==> src/rtl/wb_pkg.sv <==
// Shared types and constants for the register writeback unit.
package wb_pkg;

    localparam int unsigned XLEN       = 32;
    localparam int unsigned REG_ADDR_W = 5;

    // One pending register write: destination and value.
    typedef struct packed {
        logic [REG_ADDR_W-1:0] rd;
        logic [XLEN-1:0]       data;
    } wb_req_t;

    // Source chosen to drive the write port in a given cycle.
    typedef enum logic [2:0] {
        SEL_NONE,
        SEL_DRAIN,
        SEL_ALU,
        SEL_POP,
        SEL_BYPASS
    } wb_sel_e;

endpackage

==> src/rtl/wb_fifo.sv <==
// Synchronous FIFO of writeback requests; supports push and pop in the same cycle.
module wb_fifo
    import wb_pkg::*;
#(
    parameter int unsigned DEPTH = 2
) (
    input  logic    clk,
    input  logic    rst_n,
    input  logic    push,
    input  wb_req_t push_req,
    input  logic    pop,
    output wb_req_t head,
    output logic    full,
    output logic    empty
);

    localparam int unsigned AW = $clog2(DEPTH);

    wb_req_t        mem [DEPTH];
    logic [AW:0]    wr_ptr;
    logic [AW:0]    rd_ptr;
    logic           do_push;
    logic           do_pop;

    // Status flags from pointer comparison; the extra MSB separates full from empty.
    always_comb begin
        empty   = (wr_ptr == rd_ptr);
        full    = (wr_ptr[AW] != rd_ptr[AW]) && (wr_ptr[AW-1:0] == rd_ptr[AW-1:0]);
        head    = mem[rd_ptr[AW-1:0]];
        do_push = push && !full;
        do_pop  = pop && !empty;
    end

    // Pointer update; reset discards any stored entries.
    always_ff @(posedge clk) begin
        if (!rst_n) begin
            wr_ptr <= '0;
            rd_ptr <= '0;
        end else begin
            if (do_push) wr_ptr <= wr_ptr + 1'b1;
            if (do_pop)  rd_ptr <= rd_ptr + 1'b1;
        end
    end

    // Storage write; contents need no reset since the pointers gate visibility.
    always_ff @(posedge clk) begin
        if (do_push) mem[wr_ptr[AW-1:0]] <= push_req;
    end

endmodule

==> src/rtl/reg_writeback_unit.sv <==
// Merges ALU and slow (load/mul) results into one registered register-bank write per
// cycle, tracks outstanding slow destinations and forwards the in-flight write.
module reg_writeback_unit
    import wb_pkg::*;
#(
    parameter int unsigned SLOW_DEPTH   = 2,
    parameter int unsigned STARVE_LIMIT = 4
) (
    input  logic                  clk,
    input  logic                  rst_n,
    input  logic                  alu_valid,
    output logic                  alu_ready,
    input  logic [REG_ADDR_W-1:0] alu_rd,
    input  logic [XLEN-1:0]       alu_data,
    input  logic                  slow_valid,
    output logic                  slow_ready,
    input  logic [REG_ADDR_W-1:0] slow_rd,
    input  logic [XLEN-1:0]       slow_data,
    input  logic                  iss_valid,
    input  logic [REG_ADDR_W-1:0] iss_rd,
    output logic                  reg_write,
    output logic [REG_ADDR_W-1:0] wr_addr,
    output logic [XLEN-1:0]       wr_data,
    input  logic [REG_ADDR_W-1:0] q1_addr,
    input  logic [REG_ADDR_W-1:0] q2_addr,
    output logic                  q1_busy,
    output logic                  q2_busy,
    output logic                  q1_fwd,
    output logic                  q2_fwd,
    output logic [XLEN-1:0]       fwd_data,
    output logic                  waw_err
);

    localparam int unsigned SW = $clog2(STARVE_LIMIT + 1);

    wb_req_t        fifo_head;
    wb_req_t        slow_req;
    wb_req_t        win;
    logic           fifo_full;
    logic           fifo_empty;
    logic           fifo_push;
    logic           fifo_pop;
    logic           slow_sel;
    logic           force_drain;
    wb_sel_e        sel;
    logic [SW-1:0]  starve;
    logic [31:0]    busy;
    logic [31:0]    busy_set;
    logic [31:0]    busy_clr;
    logic [31:0]    busy_next;

    assign slow_req = '{rd: slow_rd, data: slow_data};

    wb_fifo #(
        .DEPTH (SLOW_DEPTH)
    ) u_fifo (
        .clk      (clk),
        .rst_n    (rst_n),
        .push     (fifo_push),
        .push_req (slow_req),
        .pop      (fifo_pop),
        .head     (fifo_head),
        .full     (fifo_full),
        .empty    (fifo_empty)
    );

    // Priority arbiter: forced drain, ALU, FIFO head, then slow bypass when FIFO is empty.
    always_comb begin
        force_drain = (starve == SW'(STARVE_LIMIT)) && !fifo_empty;
        sel         = SEL_NONE;
        win         = '0;
        if (force_drain) begin
            sel = SEL_DRAIN;
            win = fifo_head;
        end else if (alu_valid) begin
            sel = SEL_ALU;
            win = '{rd: alu_rd, data: alu_data};
        end else if (!fifo_empty) begin
            sel = SEL_POP;
            win = fifo_head;
        end else if (slow_valid) begin
            sel = SEL_BYPASS;
            win = slow_req;
        end
        fifo_pop   = (sel == SEL_DRAIN) || (sel == SEL_POP);
        slow_sel   = fifo_pop || (sel == SEL_BYPASS);
        // A bypassed slow result is consumed directly; any other slow result queues if room.
        fifo_push  = slow_valid && (sel != SEL_BYPASS) && !fifo_full;
        alu_ready  = !force_drain;
        slow_ready = !fifo_full;
    end

    // Scoreboard next state: a same-cycle reservation overrides the completion clear.
    always_comb begin
        busy_set = '0;
        busy_clr = '0;
        if (iss_valid && (iss_rd != '0)) busy_set[iss_rd] = 1'b1;
        if (slow_sel) busy_clr[win.rd] = 1'b1;
        busy_next    = (busy & ~busy_clr) | busy_set;
        busy_next[0] = 1'b0;
    end

    // Registered write port; x0 destinations are consumed without asserting reg_write.
    always_ff @(posedge clk) begin
        if (!rst_n) begin
            reg_write <= 1'b0;
            wr_addr   <= '0;
            wr_data   <= '0;
        end else if (sel == SEL_NONE) begin
            reg_write <= 1'b0;
        end else begin
            reg_write <= (win.rd != '0);
            wr_addr   <= win.rd;
            wr_data   <= win.data;
        end
    end

    // Starvation counter: counts ALU wins while slow results wait, cleared by any pop.
    always_ff @(posedge clk) begin
        if (!rst_n) begin
            starve <= '0;
        end else if (fifo_pop || fifo_empty) begin
            starve <= '0;
        end else if (sel == SEL_ALU) begin
            starve <= starve + 1'b1;
        end
    end

    // Busy vector and sticky write-after-write flag.
    always_ff @(posedge clk) begin
        if (!rst_n) begin
            busy    <= '0;
            waw_err <= 1'b0;
        end else begin
            busy <= busy_next;
            if ((sel == SEL_ALU) && (alu_rd != '0) && busy[alu_rd]) waw_err <= 1'b1;
        end
    end

    // Read-port lookups and forwarding of the write currently presented to the bank.
    always_comb begin
        q1_busy  = busy[q1_addr];
        q2_busy  = busy[q2_addr];
        q1_fwd   = reg_write && (wr_addr == q1_addr) && (q1_addr != '0);
        q2_fwd   = reg_write && (wr_addr == q2_addr) && (q2_addr != '0);
        fwd_data = wr_data;
    end

endmodule

==> config.mk <==
export PLATFORM = sky130hd
export DESIGN_NAME = reg_writeback_unit
export DESIGN_NICKNAME = d
export VERILOG_FILES = /design/src/rtl/wb_pkg.sv /design/src/rtl/wb_fifo.sv /design/src/rtl/reg_writeback_unit.sv
export SDC_FILE = /design/constraint.sdc
export NUM_CORES = 1
export LEC_CHECK = 0
export ABC_AREA = 1
export ABC_CLOCK_PERIOD_IN_PS = 3700
export BUFFER_PORTS_ARGS = -buffer_cell sky130_fd_sc_hd__buf_2
export CAP_MARGIN = 20
export CELL_PAD_IN_SITES_DETAIL_PLACEMENT = 1
export CELL_PAD_IN_SITES_GLOBAL_PLACEMENT = 1
export CORE_ASPECT_RATIO = 0.5
export CORE_MARGIN = 4
export CORE_UTILIZATION = 41
export CTS_CLUSTER_DIAMETER = 60
export DETAILED_ROUTE_END_ITERATION = 12
export PLACE_DENSITY_LB_ADDON = 0.12
export SYNTH_ARGS = -nofsm -noshare
export SYNTH_HDL_FRONTEND = slang
export SYNTH_SLANG_ARGS = --single-unit
==> constraint.sdc <==
create_clock -name clk -period 3.7 [get_ports clk]
set_input_delay 0.74 -clock clk [delete_from_list [all_inputs] [get_ports clk]]
set_output_delay 0.74 -clock clk [all_outputs]
set_load 0.05 [all_outputs]
# [Word level (Yosys, flattened, before mapping)]
# Memory sizes are Yosys's and may differ from the RTL's. A register that Yosys moved wholly into a read port is not among the register bits.
# Cells that the tools add are included.
[word_totals] ff_bits=78 mem_bits_rw=74 input_bits=94 wordCells=88 memories=1
[mem_list] memory="u_fifo.mem" words=2 word_bits=37 rd=1 rd_clocked_by_memory_dff=1 wr=1 line_no="wb_fifo.sv:19" rtl="wb_req_t mem [DEPTH];"
[classes] add_sub_neg=3 n_lt_le_gt_ge=7 eq_ne=11 mux=24 bitwise_logic=4 n_reduce_logical=29
[ops] cell="$mux W37" count=4
[ops] cell="$mux W32" count=2
[ops] cell="$and A32 B32 Y32" count=1
[ops] cell="$not A32 Y32" count=1
[ops] cell="$or A32 B32 Y32" count=1
[ops] cell="$lt A5 B6 Y1 const B" count=5
[ops] cell="$reduce_bool A5 Y1" count=5
[ops] cell="$bmux W1 S5" count=3
[ops] cell="$logic_and A1 B1 Y1" count=15
[ops] cell="$mux W3" count=4
[ops] cell="$demux W1 S5" count=2
[ops] cell="$eq A5 B5 Y1" count=2
[ops] cell="$ge A5 B1 Y1 const B" count=2
[ops] cell="$mux W1" count=9
[ops] cell="$eq A3 B2 Y1 const B" count=2
[ops] cell="$eq A3 B3 Y1 const B" count=2
[ops] cell="$add A2 B1 Y2 const B" count=2
[ops] cell="$reduce_or A2 Y1" count=2
[ops] cell="$add A3 B1 Y3 const B" count=1
[ops] cell="$eq A3 B1 Y1 const B" count=1
[ops] cell="$logic_not A1 Y1" count=3
[ops] cell="$logic_not A3 Y1" count=1
[ops] cell="$logic_or A1 B1 Y1" count=3
[ops] cell="$ne A3 B3 Y1 const B" count=1
[ops] cell="other kinds (4)" count=4

# [Longest topological paths before layout]
# Gate-level depths: netlist of the first run.
[depth] depth_word=12 mapped_depth=13

# [Modules after synthesis]
# A second synthesis of the first run with hierarchy kept.
[unflattened] hier_cells=911 hier_area_um2=7965.1
[by_module_without_submodules] module="reg_writeback_unit" n_inst=1 cells_per_inst=750 area_each_um2=4873.4 seq_area_each_um2=1461.4
[by_module_without_submodules] module="wb_fifo" n_inst=1 cells_per_inst=161 area_each_um2=3091.7 seq_area_each_um2=2322.2

# [Worst setup path before layout of the first run]
# Ideal clock, no wire load.
[synth_timing] path_kind="input-to-reg" from="input port alu_valid" to="memory u_fifo.mem[1][0] (netlist name) (enable)" setup_ns=0.434 arrival_ns=2.869 required_ns=3.266 slack_ns=0.397 cell_stages=5 cell_sequence="buf_4 inv_1 nand3_4 nand3_1 nor2_1"
[synth_between] elab_chain_cells=8
[synth_lines] element="start, declared" line_no="reg_writeback_unit.sv:11" rtl="input logic alu_valid,"
[synth_lines] element="$mux W3" line_no="reg_writeback_unit.sv:75" rtl="end else if (alu_valid) begin"
[synth_lines] element="$mux W3" line_no="reg_writeback_unit.sv:72" rtl="if (force_drain) begin"
[synth_lines] element="$ne A3 B3 Y1" line_no="reg_writeback_unit.sv:88" rtl="fifo_push = slow_valid && (sel != SEL_BYPASS) && !fifo_full;"
[synth_lines] element="$logic_and A1 B1 Y1 (2 in a row)" line_no="reg_writeback_unit.sv:88"
[synth_lines] element="$logic_and A1 B1 Y1" line_no="wb_fifo.sv:30" rtl="do_push = push && !full;"
[synth_lines] element="$mux W1" line_no="wb_fifo.sv:47" rtl="if (do_push) mem[wr_ptr[AW-1:0]] <= push_req;"
[synth_lines] element="$mux W1 (implied by the code)" line_no="wb_fifo.sv:47"
[synth_lines] element="end, declared" line_no="wb_fifo.sv:19"
# No other way between the ends.

# [Final worst setup path of the first run]
[layout_timing] from="input port q2_addr[0]" to="output port q2_busy"
[layout_between] elab_chain_cells=2
[layout_lines] element="start, declared" line_no="reg_writeback_unit.sv:25" rtl="input logic [REG_ADDR_W-1:0] q2_addr,"
[layout_lines] element="$bmux W1 S5" line_no="reg_writeback_unit.sv:143" rtl="q2_busy = busy[q2_addr];"
[layout_lines] element="$mux W1 (implied by the code)" line_no="reg_writeback_unit.sv:143"
[layout_lines] element="end, declared" line_no="reg_writeback_unit.sv:27" rtl="output logic q2_busy,"
# No other way between the ends. The select of a mux whose other input is x is not followed.

==> results.md, run 1 <==
* Gr busiest metal: met2
* DR iter-0 viols at between 300 and 400
* RR Startpoint: starve[0]$_SDFFE_PP0P_
* Final setup fails at 0
* Fillers at about 2.2k
* Yosys top cell area share at between 20 and 30%
* Final min period at 3.137 ns
* Ys async rst share at 0%
* Outcome: complete, no violations
* Cell area after layout at approximately 9000 um2
* CTS H-tree lvls at 4
* Sequential group share of total power at a little under two fifths
* Worst Hold Class: reg -> reg
* DRC at 0
* Number of cells on the worst hold path at 2
* Pre-antenna DRT Iters at 5
* Max FO, Critical Path at 16
* CTS Sinks at ~150
* Post-synth EDFFs at 74
* Pwr Density at 565.3 nW/um2
* Post-route setup TNS at 0 ns
* Die Y at 105.5 um
* Hold_buf cts at 0
* Synth top area cells: edfxtp_1 (29%), dfxtp_1 (20%), nand2_1 (7.7%)
* Synthesized Nets at 979
* DP Area at approximately 8700 um2
* Worst-skew pair later-pin latency at 0.42 ns
* Clock Pin Slew Worst Setup and Hold Paths at about 0.06 ns
* Clock tree from TritonCTS: yes
* Fin util at 50.08%
* Top Ports at around 170
* Post_cts resized at 0
* DR WL/cell at between 15 and 20 um
* Post-synth top flop: dfxtp_1
* Clock Path Buffers at 2
* Peak Freq at 318.7 MHz
* Area Overhead vs Synth at 19.04%
* Final GP Congestion at just over 0.8
* Hold slack at 0.4473 ns
* Synth area leader: edfxtp_1
* Rel. slew slack at about 45%
* Total routed wirelength at between 20000 and 25000 um
* M3 GR Usage at approximately 5.5%
* ANT cells at 0
* Postcts setup bufs at 0
* Sw Pwr at approximately 0.0019 W
* Syn avg cell area at a little under 9 um2
* DPL Wire Length at between 15000 and 20000 um
* Hold Path End: waw_err$_SDFFE_PN0P_
* Initial antenna violation count at 3
* Core Region at 18520 um2
* Final WS setup at around 0.56 ns
* Final Net Count at 1107
* Worst path required time at between 2 and 3 ns
* Yosys warnings at 0
* Pre-CTS WS at about 0.59 ns
* RR Endpoint: busy[31]$_SDFF_PN0_
* Clock Power Share at between 30% and 40%
* Synth cell types at 41
* P_int at ~0.0034 W
* CP Capture Type: output pin
* Worst reg-to-reg setup slack at between 1 and 1.5 ns
* Critical path type: in -> out
* Routed vias at a little under 7k
* Final period utilization at between 80% and 90%
* Static Leak at around 3.8 nW
* RSZ-0062 raised after global routing: no
* Max VDD drop at 289.4 uV
* Worst hold start: waw_err$_SDFFE_PN0P_
* CTS buffer count at 17
* Worst R2R Path Depth at 12
* Startpoint types: primary input
* Root Driver: clkbuf_16
* Initial Util at approximately 42%
* GR met1 Demand/Resource at 29.14%
* Horiz. Die Dim at approximately 200 um
* Die area at around 21000 um2
* Post-synthesis register bit count at ~150
* Post-Syn Instances at a little under 900
* Arrival time worst endpoint at ~2.4 ns
* Grt ovf at 0
* Seq/Total Area, Yosys at between 40% and 50%
* Site row count at 35
* Number of global-route vias before repair at 7169
* Largest net degree at the start of global routing at between 40 and 50
* Met2 Track Usage GR at approximately two fifths
* Max-Cap Viols at 0
* Switching share of power at approximately 35%
* Via/cell ratio at 5.351
* Synth Cell Area at a little under 8000 um2
* Clock skew at 0.008822 ns
* Max Slew Vio Count at 0
* Fin. Hold Viols at 0
* Worst Tran Pin Value at 0.8158 ns
* Global-route wire length before repair at 38880 um
* Port buffer count at 170
* Comb power frac at 26.8%
* Fraction of layout cells with a size suffix above 1 at between 20% and 30%
* Number of antenna-violating nets in the routed design at 0
* Tot GR Track Use at between 20% and 30%
per-stage QoR:
step | power (W) | instances
after floorplan | 0.003125 | 883
after global placement | 0.003427 | 1251
after detailed placement | 0.003462 | 1251
after CTS | 0.005294 | 1283
after global routing | 0.005502 | 1283
final | 0.005245 | 1283
per-layer routing:
layer  share of wire [%]  wire (um)  vias up
met5                0.11         28        -
met4                0.93        229        6
met3                 4.5       1103       24
met2                  49      12130      152
met1                  45      11080     3380
li1                    -          -     3303
layout make-up:
| cell class | count | area, um2 | area share [%] |
|---|---|---|---|
| sequential | 152 | 3785 | 40.80 |
| multi-input combinational | 567 | 3247 | 35.00 |
| timing repair buffer | 180 | 950.9 | 10.25 |
| clock buffer | 20 | 446.7 | 4.815 |
| inverter | 93 | 359.1 | 3.871 |
| tap | 259 | 324.1 | 3.493 |
| clock inverter | 12 | 165.2 | 1.780 |
power groups by stage:
stage	registers (W)	clock network [W]	logic [W]
after CTS	0.00202	0.00186	0.00142
after floorplan	0.00225	0	0.000879
after global placement	0.00204	0	0.00138
final	0.00202	0.00182	0.00141
after global routing	0.00203	0.00195	0.00151
after detailed placement	0.00205	0	0.00141
sequential cells by signal, summed over array words and instances, names as in the netlist, named ones only:
name,flops
reg_write,1
starve,3
u_fifo.rd_ptr,2
u_fifo.wr_ptr,2
u_fifo.mem,74
waw_err,1
fwd_data,32
busy,31
wr_addr,5
critical path, cell delays in order:
cell,delay (ns)
buf_2,0.25
clkinv_1,0.26
a21oi_1,0.19
o21ai_0,0.09
nand3_1,0.08
o21ai_0,0.07
o21ai_0,0.16
nor2_1,0.06
a21oi_1,0.17
buf_2,0.30
worst max path at each step:
stage	from	endpoint	slack (ns)	cells past startpoint
2_1_floorplan	alu_valid	u_fifo.mem[1][0]$_DFFE_PP_	0.40	5
3_3_place_gp	q2_addr[0]	q2_busy	0.68	10
3_5_place_dp	q2_addr[0]	q2_busy	0.59	10
4_1_cts	q2_addr[0]	q2_busy	0.58	10
5_1_grt	q2_addr[0]	q2_busy	0.38	10
6_report	q2_addr[0]	q2_busy	0.56	10
synthesized netlist by cell type, types with 2 or more instances:
library cell  number
a21oi_1           55
a221oi_1           4
a31oi_1            3
buf_1              2
buf_2             11
buf_4             37
clkbuf_1          21
clkinv_1           3
dfxtp_1           78
edfxtp_1          74
ha_1               2
inv_1             81
inv_2              6
inv_4              2
mux2i_1           32
nand2_1          160
nand2_2            7
nand2_4            3
nand2_8            3
nand3_1           29
nand3_2            4
nand3_4            4
nand4_1            8
nor2_1            53
nor2_2             9
nor2_4             5
nor3_1             2
nor4_1             2
o2111ai_1          2
o211ai_1          69
o21ai_0           88
o221ai_1          12
o22ai_1            3
o31ai_1            2
logic make-up (layout without fill, tap and decap cells):
logic type	after synthesis	after routing	synth area share (%)
flip-flops	152	152	48.55
XOR/XNOR	1	1	0.1124
adder cells (fa/ha/maj)	2	2	0.3210
AND/OR/NAND/NOR	291	291	18.03
AO/OA/AOI/OAI	241	241	18.90
buffers and inverters	164	305	9.986
multiplexers	32	32	4.110
placed cells by master (no fill, tap or decap), drive strengths merged:
cell / n
nand3: 37
clkinvlp: 3
a211oi: 1
nor4: 2
buf: 180
o21ai: 89
edfxtp: 74
mux2i: 32
nand2: 173
nand3b: 2
a221oi: 4
xnor2: 1
ha: 2
a31oi: 3
o2111ai: 2
a21oi: 55
o31ai: 2
clkbuf: 20
o211ai: 70
nor2: 67
dfxtp: 78
nor3: 2
clkinv: 4
bufinv: 3
nand4: 8
o221ai: 12
inv: 95
o22ai: 3
No activity file was read; power rests on OpenSTA's default activity.
==> run 2: changes to the inputs <==
ABC_CLOCK_PERIOD_IN_PS = 2700   (was 3700)
CORE_UTILIZATION = 37   (was 41)
clock period = 2.7 ns   (was 3.7 ns; I/O delays follow)
==> results.md, run 2 (same netlist as run 1, synthesis figures left out) <==
* Critical Path Start: q2_addr[1]
* Die area at 23590 um2 (+10%)
* RR Endpoint: busy[30]$_SDFF_PN0_
* Worst R2R Path Depth at 12 (unchanged)
* Initial antenna violation count at 4 (+1)
* Number of global-route vias before repair at 6905 (-3.7%)
* Clock Pin Slew Worst Setup and Hold Paths at 0.06 ns (about the same)
* Fraction of layout cells with a size suffix above 1 at 25.78% (+0.39 points)
* Number of antenna-violating nets in the routed design at 0 (unchanged)
* Fin. Hold Viols at 0 (unchanged)
* DR WL/cell at 18.95 um (-1.1%)
* Max FO, Critical Path at 11 (-5)
* Clock Path Buffers at 2 (unchanged)
* Most frequent cells in the layout: buf_2 (170), nand2_1 (160), o21ai_0 (88)
* DRC at 0 (unchanged)
* Commonest non-fill, non-tap cell in the layout: buf_2
* Hold_buf cts at 0 (unchanged)
* Grt ovf at 0 (unchanged)
* Tot GR Track Use at 20.85% (-2.0 points)
* Horiz. Die Dim at 213.3 um (+5.1%)
* Hold slack at 0.3050 ns (-0.1424 ns)
* Postcts setup bufs at 0 (unchanged)
* Max reg flops at 74 (unchanged)
* Clock skew at 0.01260 ns (+0.003779 ns)
* Clock tree from TritonCTS: yes
* Worst path required time at 2.16 ns (-0.80 ns)
* Top Ports at 171 (unchanged)
* Slowest Stage Delay on Critical Path at 0.29 ns (about the same)
* Startpoint types: primary input
* Site row count at 37 (+5.7%)
* Root Driver: clkbuf_16
* Worst Tran Pin Value at 0.7948 ns (-0.02096 ns)
* Final min period at approximately 2.5 ns
* Peak Freq at 395.7 MHz
* DR iter-0 viols at 348 (-3.9%)
* Clock Power Share at 32.4% (-2.3 points)
* Via/cell ratio at 5.268 (-1.5%)
* Final setup fails at 0 (unchanged)
* Pwr Density at 749.7 nW/um2 (+33%)
* Outcome: complete, no violations
* Worst-skew pair later-pin latency at 0.44 ns (+0.02 ns)
* Core Region at 20600 um2 (+11%)
* Worst reg-to-reg setup slack at 0.47 ns (-0.95 ns)
* Port buffer count at 170 (unchanged)
* Final period utilization at 93.59%
* Total routed wirelength at 24670 um (+0.40%)
* RR Startpoint: starve[0]$_SDFFE_PP0P_
* Largest net degree at the start of global routing at 37 (-9.8%)
* CP cell instances: buf_2, inv_1, o21ai_0, o221ai_1, nand3_1, o21ai_0, nor2_1, a21oi_1, buf_2
* Area Overhead vs Synth at 18.99% (about the same)
* CTS H-tree lvls at 4 (unchanged)
* Routed vias at 6859 (-0.087%)
* Post_cts resized at 0 (unchanged)
* Rel. slew slack at 46.94% (+1.8 points)
* P_int at 0.004440 W (+31%)
* Switching share of power at 36.13% (+0.70 points)
* Critical path type: in -> out
* Max VDD drop at 613.0 uV (+110%)
* Die Y at 110.6 um (+4.9%)
* Sw Pwr at 0.002512 W (+35%)
* DPL Wire Length at 17680 um (+1.6%)
* Post-route setup TNS at 0 ns (unchanged)
* Static Leak at 3.835 nW (about the same)
* Max-Cap Viols at 0 (unchanged)
* Initial Util at 37.83% (-4.2 points)
* Pre-antenna DRT Iters at 5 (unchanged)
* Final GP Congestion at 0.8060 (-1.5%)
* CTS Sinks at 152 (unchanged)
* CTS buffer count at 17 (unchanged)
* Global-route wire length before repair at 38800 um (-0.21%)
* RSZ-0062 raised after global routing: no
* Sequential group share of total power at 39.7% (+1.3 points)
* CP Capture Type: output pin
* Comb power frac at 27.9% (+1.1 points)
* Arrival time worst endpoint at 1.99 ns (-0.41 ns)
* Fillers at 2427 (+10%)
* Final Net Count at 1112 (+0.45%)
* Slowest CP cell: buf_2
* Max Slew Vio Count at 0 (unchanged)
* Worst setup path end: q2_busy
* Worst Hold Class: in -> reg
## run 2: metrics by stage
stage / total power, W / area [um2] / util, % / instances / setup slack (ns)
CTS: 0.007028 / 9268 / 44.99 / 1301 / 0.1114
global route: 0.007283 / 9274 / 45.02 / 1302 / 0.004752
global placement: 0.004724 / 8721 / 42.33 / 1270 / 0.1769
detailed placement: 0.004756 / 8721 / 42.33 / 1270 / 0.1107
finish: 0.006952 / 9274 / 45.02 / 1302 / 0.1731
floorplan: 0.004282 / 7799 / - / 883 / 0.003682
## run 2: worst min path at each step
stage,startpoint,end,slack [ns],cells past startpoint
floorplan,starve[0]$_SDFFE_PP0P_,starve[0]$_SDFFE_PP0P_,0.42,1
finish,slow_data[3],u_fifo.mem[1][3]$_DFFE_PP_,0.30,1
CTS,slow_data[3],u_fifo.mem[1][3]$_DFFE_PP_,0.28,1
global route,slow_data[3],u_fifo.mem[1][3]$_DFFE_PP_,0.28,1
detailed placement,waw_err$_SDFFE_PN0P_,waw_err$_SDFFE_PN0P_,0.44,2
global placement,starve[0]$_SDFFE_PP0P_,starve[0]$_SDFFE_PP0P_,0.43,1
## run 2: critical path: cells and delay by family
family                 cells  cell delay (ns)
and+or+nand+nor            2             0.15
AOI/OAI and AO/OA          4             0.57
buffers and inverters      3             0.72
## run 2: layout make-up
cell class                      instances  area, um2  area share, %
Clock inverter                         11      100.1          1.079
Sequential cell                       152       3785          40.81
Antenna cell                            1      2.502        0.02698
Clock buffer                           20      446.7          4.817
Multi-Input combinational cell        567       3247          35.01
Timing Repair Buffer                  185      988.4          10.66
Inverter                               93      362.8          3.913
Tap cell                              273      341.6          3.683
## run 2: layer usage
metal | track usage [%] | share of wire [%] | vias to the layer above
li1 | - | - | 3310
met1 | 27.20 | 46 | 3387
met5 | 0 | 0.14 | -
met2 | 34.72 | 48 | 128
met3 | 5.450 | 4.5 | 28
met4 | 4.985 | 1.1 | 6
## run 2: power by group through the flow
stage / registers (W) / logic, W / clock network [W]
after floorplan: 0.00308 / 0.00121 / 0
after global placement: 0.00280 / 0.00192 / 0
after detailed placement: 0.00281 / 0.00195 / 0
after CTS: 0.00276 / 0.00195 / 0.00231
after global routing: 0.00278 / 0.00208 / 0.00242
final: 0.00276 / 0.00194 / 0.00225
